==> src/rtl/dac_write_module_if.sv <==
// Valid/ready sample stream from upstream DSP into the DAC write path.
interface dac_write_module_if #(
    parameter int DATA_W = 14
) ();
    logic [DATA_W-1:0] s_data;
    logic              s_valid;
    logic              s_ready;

    modport master (output s_data, output s_valid, input s_ready);
    modport slave  (input s_data, input s_valid, output s_ready);
endinterface

==> src/rtl/dac_write_module.sv <==
// Buffers stream words in a small FIFO and presents one per divided conversion
// period to a parallel DAC; data changes on the dac_clk falling edge.
module dac_write_module #(
    parameter int                CLK_DIV    = 4,
    parameter int                DATA_W     = 14,
    parameter int                FIFO_DEPTH = 8,
    parameter logic [DATA_W-1:0] IDLE_CODE  = 14'h2000
) (
    input  logic                          clk,
    input  logic                          rst,
    input  logic                          enable,
    dac_write_module_if.slave             s,
    output logic                          dac_clk,
    output logic [DATA_W-1:0]             dac_data,
    output logic [$clog2(FIFO_DEPTH):0]   fifo_level,
    output logic [15:0]                   underflow_cnt,
    output logic                          busy
);
    localparam int AW = $clog2(FIFO_DEPTH);
    localparam int CW = $clog2(CLK_DIV);
    localparam logic [CW-1:0] CNT_RISE = CW'(CLK_DIV / 2 - 1);
    localparam logic [CW-1:0] CNT_LAST = CW'(CLK_DIV - 1);
    localparam logic [AW:0]   LVL_FULL = (AW + 1)'(FIFO_DEPTH);

    logic [CW-1:0]     cnt;
    logic [DATA_W-1:0] mem [FIFO_DEPTH];
    logic [AW-1:0]     rd_ptr;
    logic [AW-1:0]     wr_ptr;
    logic [AW:0]       level_nxt;
    logic              fifo_empty;
    logic              pop_tick;
    logic              do_pop;
    logic              do_push;

    // s_ready depends only on the registered level, so a pop in the same
    // cycle never frees a slot for a push while full.
    assign s.s_ready = (fifo_level < LVL_FULL);

    always_comb begin
        fifo_empty = (fifo_level == '0);
        pop_tick   = enable && (cnt == CNT_LAST);
        do_pop     = pop_tick && !fifo_empty;
        do_push    = s.s_valid && s.s_ready;
        level_nxt  = fifo_level;
        case ({do_push, do_pop})
            2'b10:   level_nxt = fifo_level + 1'b1;
            2'b01:   level_nxt = fifo_level - 1'b1;
            default: level_nxt = fifo_level;
        endcase
    end

    always_ff @(posedge clk or posedge rst) begin
        if (rst) begin
            cnt     <= '0;
            dac_clk <= 1'b0;
        end else if (!enable) begin
            cnt     <= '0;
            dac_clk <= 1'b0;
        end else begin
            cnt <= (cnt == CNT_LAST) ? '0 : cnt + 1'b1;
            if (cnt == CNT_RISE)
                dac_clk <= 1'b1;
            else if (cnt == CNT_LAST)
                dac_clk <= 1'b0;
        end
    end

    always_ff @(posedge clk) begin
        if (do_push)
            mem[wr_ptr] <= s.s_data;
    end

    always_ff @(posedge clk or posedge rst) begin
        if (rst) begin
            rd_ptr        <= '0;
            wr_ptr        <= '0;
            fifo_level    <= '0;
            dac_data      <= IDLE_CODE;
            underflow_cnt <= '0;
            busy          <= 1'b0;
        end else begin
            fifo_level <= level_nxt;
            busy       <= enable && (level_nxt != '0);
            if (do_push)
                wr_ptr <= wr_ptr + 1'b1;
            if (do_pop) begin
                dac_data <= mem[rd_ptr];
                rd_ptr   <= rd_ptr + 1'b1;
            end
            // Empty at a pop tick: hold the last code and count the miss.
            if (pop_tick && fifo_empty && (underflow_cnt != '1))
                underflow_cnt <= underflow_cnt + 1'b1;
        end
    end
endmodule

==> src/flat_wrapper.sv <==
// flat-port wrapper written by rule: the top's interface ports become plain ports
module dac_write_module_flat 
#(
    parameter int                CLK_DIV    = 4,
    parameter int                DATA_W     = 14,
    parameter int                FIFO_DEPTH = 8,
    parameter logic [DATA_W-1:0] IDLE_CODE  = 14'h2000
)
  (clk, rst, enable, dac_clk, dac_data, fifo_level, underflow_cnt, busy, s_s_data, s_s_valid, s_s_ready);
  dac_write_module_if #(.DATA_W(DATA_W)) s_i ();
  input  logic clk;
  input  logic rst;
  input  logic enable;
  output logic dac_clk;
  output logic [DATA_W-1:0] dac_data;
  output logic [$clog2(FIFO_DEPTH):0] fifo_level;
  output logic [15:0] underflow_cnt;
  output logic busy;
  input wire logic [$bits(s_i.s_data)-1:0] s_s_data;
  input wire logic [$bits(s_i.s_valid)-1:0] s_s_valid;
  output wire logic [$bits(s_i.s_ready)-1:0] s_s_ready;
  assign s_i.s_data = s_s_data;
  assign s_i.s_valid = s_s_valid;
  assign s_s_ready = s_i.s_ready;
  dac_write_module #(.CLK_DIV(CLK_DIV), .DATA_W(DATA_W), .FIFO_DEPTH(FIFO_DEPTH), .IDLE_CODE(IDLE_CODE)) u_core (.clk(clk), .rst(rst), .enable(enable), .s(s_i), .dac_clk(dac_clk), .dac_data(dac_data), .fifo_level(fifo_level), .underflow_cnt(underflow_cnt), .busy(busy));
endmodule
==> config.mk <==
export PLATFORM = sky130hd
export DESIGN_NAME = dac_write_module_flat
export DESIGN_NICKNAME = d
export VERILOG_FILES = /design/src/rtl/dac_write_module_if.sv /design/src/rtl/dac_write_module.sv /design/src/flat_wrapper.sv
export SDC_FILE = /design/constraint.sdc
export NUM_CORES = 1
export LEC_CHECK = 0
export BUFFER_PORTS_ARGS = -buffer_cell sky130_fd_sc_hd__buf_2
export CAP_MARGIN = 20
export CELL_PAD_IN_SITES_DETAIL_PLACEMENT = 0
export CELL_PAD_IN_SITES_GLOBAL_PLACEMENT = 2
export CORE_MARGIN = 4
export CORE_UTILIZATION = 44
export DETAILED_ROUTE_END_ITERATION = 6
export PLACE_DENSITY_LB_ADDON = 0.1
export SYNTH_ARGS = -nofsm -noshare
export SYNTH_HDL_FRONTEND = slang
export SYNTH_SLANG_ARGS = --single-unit
==> constraint.sdc <==
create_clock -name clk -period 4.2 [get_ports clk]
set_clock_uncertainty 0.2 [all_clocks]
set_input_delay 0.84 -clock clk [delete_from_list [all_inputs] [get_ports clk]]
set_output_delay 0.84 -clock clk [all_outputs]
set_load 0.005 [all_outputs]
==> flow_summary.ini <==
[grt]
grt_pass1_vias = 3398
antenna_found_initial = 1
grt.total_usage_pct = 16.3
grt_pass1_wl_um = 19400
gr-total-overflow = 0
grt_max_degree = 45

[timing]
timing.final.ws_setup_ns = 1.35
rsz0062_at_grt = no
period_minus_slack_ns = 2.85
layout_worst_path_cycle_share_pct = 67.8
whs_ns = 0.273
slew_viol_final = 0
hold_violations = 0
setup_viol = 0
fin_setup_tns_ns = 0
tightest_slew_ns = 1.13
fmax_mhz = 351
max_slew_margin_pct = 24.6

[logic_synthesis]
synth-seq-cells = 156
synthFlopType = edfxtp_1
syn_area_um2 = 6260
ys_types = 47
synth_top_area_share_pct = 53.8
ys_warn_count = 0
synthTopCellsByArea = edfxtp_1 (54%), dfrtp_1 (17%), mux4_2 (10%)
async_flop_share_pct = 28.2
synth_edf_count = 112
ys_seq_area_share_pct = 71.4
synth_area_leader_cell = edfxtp_1
synth_cells = 362
postSynthAreaPerCell_um2 = 17.3
synth_fp_nets = 387

[clock_network]
cts_root_buf = clkbuf_16
clock_latency_ns = 0.42
tritoncts = done
hold_buffers = 0
cts.reportedPaths.clkPinSlew_ns = 0.06
htreeDepth = 4
cts.repair.resized = 0
cts_num_sinks = 156
cts_buffers = 17
cts_buffer_depth = 2
cts_setup_buffers = 0

[place]
finalWeightedCongestion = 0.741
pre_cts_ws_ns = 1.22
io_buffer_count = 54
detailed_place.area_um2 = 6770
dp_hpwl_um = 7610

[power]
p_sw_share_pct = 27.7
ir_drop_mv = 0.381
seqPwrFrac_pct = 45.4
pwr-share-comb_pct = 22.0
leakagePower_nw = 2.74
clkPwrFrac_pct = 32.6
p_switching_mw = 1.33
power_density_nw_per_um2 = 647
internal_power_mw = 3.48

[hold_path]
hold_depth = 1
hold_path_end = u_core.cnt[0]$_DFF_PP0_
hp-class = reg2reg
hp-start = u_core.cnt[0]$_DFF_PP0_

[critical_path]
cp.required_ns = 4.31
rrSetupSlack_ns = 1.35
endpoint_kind = register
arrival_ns = 2.96
path_class = reg2reg
crit_path_max_fanout = 11
timing.rr.end = u_core.busy$_DFF_PP0_
cp-start-kind = register
r2r_start = u_core.fifo_level[1]$_DFF_PP0_
reg2regPathDepth = 8

[layout]
final_nets = 457
synthToLayoutAreaGrowth_pct = 18.8
final_common_cell = edfxtp_1
layout_common_cells = edfxtp_1 (112), buf_2 (54), dfrtp_1 (42)
antenna_cells = 0
fin_util_pct = 53.6
drive_above_1_share_pct = 31.2
design_area_um2 = 7430

[job]
drv_cap = 0

[drt]
drt-pass1-iter-count = 4
drtIter0Drc = 180
vias = 3299
viasPerCell = 5.28
wirelength_um = 12300
wl_per_cell_um = 19.6
ant_nets = 0
remaining_drc_errors = 0

[floorplan]
die_y_um = 127
start_util_pct = 45.1
die_area_um2 = 16200
core_region_area_um2 = 13900
io_pins = 55
die_width_um = 127
rows = 43

[outcome]
outcome = finished clean
synth_stat cells, types with 2 or more instances:
library cell / count
edfxtp_1: 112
dfrtp_1: 43
mux4_2: 28
nor2_1: 28
nand2_1: 18
a21oi_1: 16
mux2i_1: 15
xnor2_1: 14
clkbuf_1: 9
ha_1: 7
nand4_1: 7
xor2_1: 6
inv_1: 5
nand3_1: 5
buf_2: 4
nand2b_1: 4
nor3_1: 4
mux2_1: 3
nor3b_1: 3
and2_1: 2
and4_1: 2
nor2b_1: 2
flip-flops by register name, summed over array words and instances (netlist names):
register,count
u_core.dac_clk,1
u_core.underflow_cnt,16
u_core.cnt,2
u_core.rd_ptr,3
u_core.busy,1
u_core.wr_ptr,3
u_core.dac_data,14
u_core.fifo_level,4
u_core.mem,112
worst max-delay path by stage:
stage / start / endpoint / slack (ns) / depth (start not counted)
6_report: u_core.fifo_level[1]$_DFF_PP0_ / u_core.busy$_DFF_PP0_ / 1.35 / 8
5_1_grt: u_core.fifo_level[1]$_DFF_PP0_ / u_core.busy$_DFF_PP0_ / 1.18 / 8
3_5_place_dp: enable / u_core.busy$_DFF_PP0_ / 1.22 / 9
2_1_floorplan: u_core.fifo_level[1]$_DFF_PP0_ / u_core.busy$_DFF_PP0_ / 1.06 / 12
4_1_cts: u_core.fifo_level[1]$_DFF_PP0_ / u_core.busy$_DFF_PP0_ / 1.34 / 8
3_3_place_gp: enable / u_core.busy$_DFF_PP0_ / 1.24 / 9
metal layers:
metal | wire length (um) | vias to the layer above | track usage (%) | part of all wire (%)
met5 | 7 | - | 0 | 0.057
met4 | 172 | 2 | 6.06 | 1.4
met3 | 544 | 16 | 5.43 | 4.4
met2 | 5980 | 58 | 24.9 | 49
met1 | 5570 | 1688 | 21.9 | 45
li1 | - | 1535 | - | -
power groups by stage:
stage	clock, mW	combinational (mW)	sequential [mW]
floorplan	0	0.811	2.09
global placement	0	0.981	2.28
detailed placement	0	0.987	2.29
CTS	1.61	0.990	2.26
global route	1.68	1.17	2.21
finish	1.57	1.06	2.18
area by class of cell:
type	count	area (um^2)
sequential	156	4470
clock buffer	19	453
multi-input combinational	185	1710
timing repair buffer	66	393
fill	1166	6450
clock inverter	13	164
inverter	6	22.5
tap	180	225
cell families after synthesis:
| family | synth area share, % |
|---|---|
| fa+ha+maj | 1.40 |
| compound gates | 2.90 |
| buf+inv | 1.46 |
| xor+xnor | 2.80 |
| simple gates | 6.86 |
| mux | 13.2 |
| flops | 71.4 |
worst max-delay path: stages, from the launching register on:
cell and delay (ns):
dfrtp_1 0.50, or4_4 0.63, and2_1 0.18, ha_1 0.40
inv_1 0.12, and2_1 0.15, mux2i_1 0.16, xnor2_1 0.10
o31a_1 0.30
through the flow:
| step | power, mW | cells |
|---|---|---|
| CTS | 4.87 | 623 |
| detailed placement | 3.28 | 591 |
| floorplan | 2.90 | 362 |
| global route | 5.06 | 625 |
| global placement | 3.26 | 591 |
| finish | 4.81 | 625 |
No activity file was read; power rests on OpenSTA's default activity.
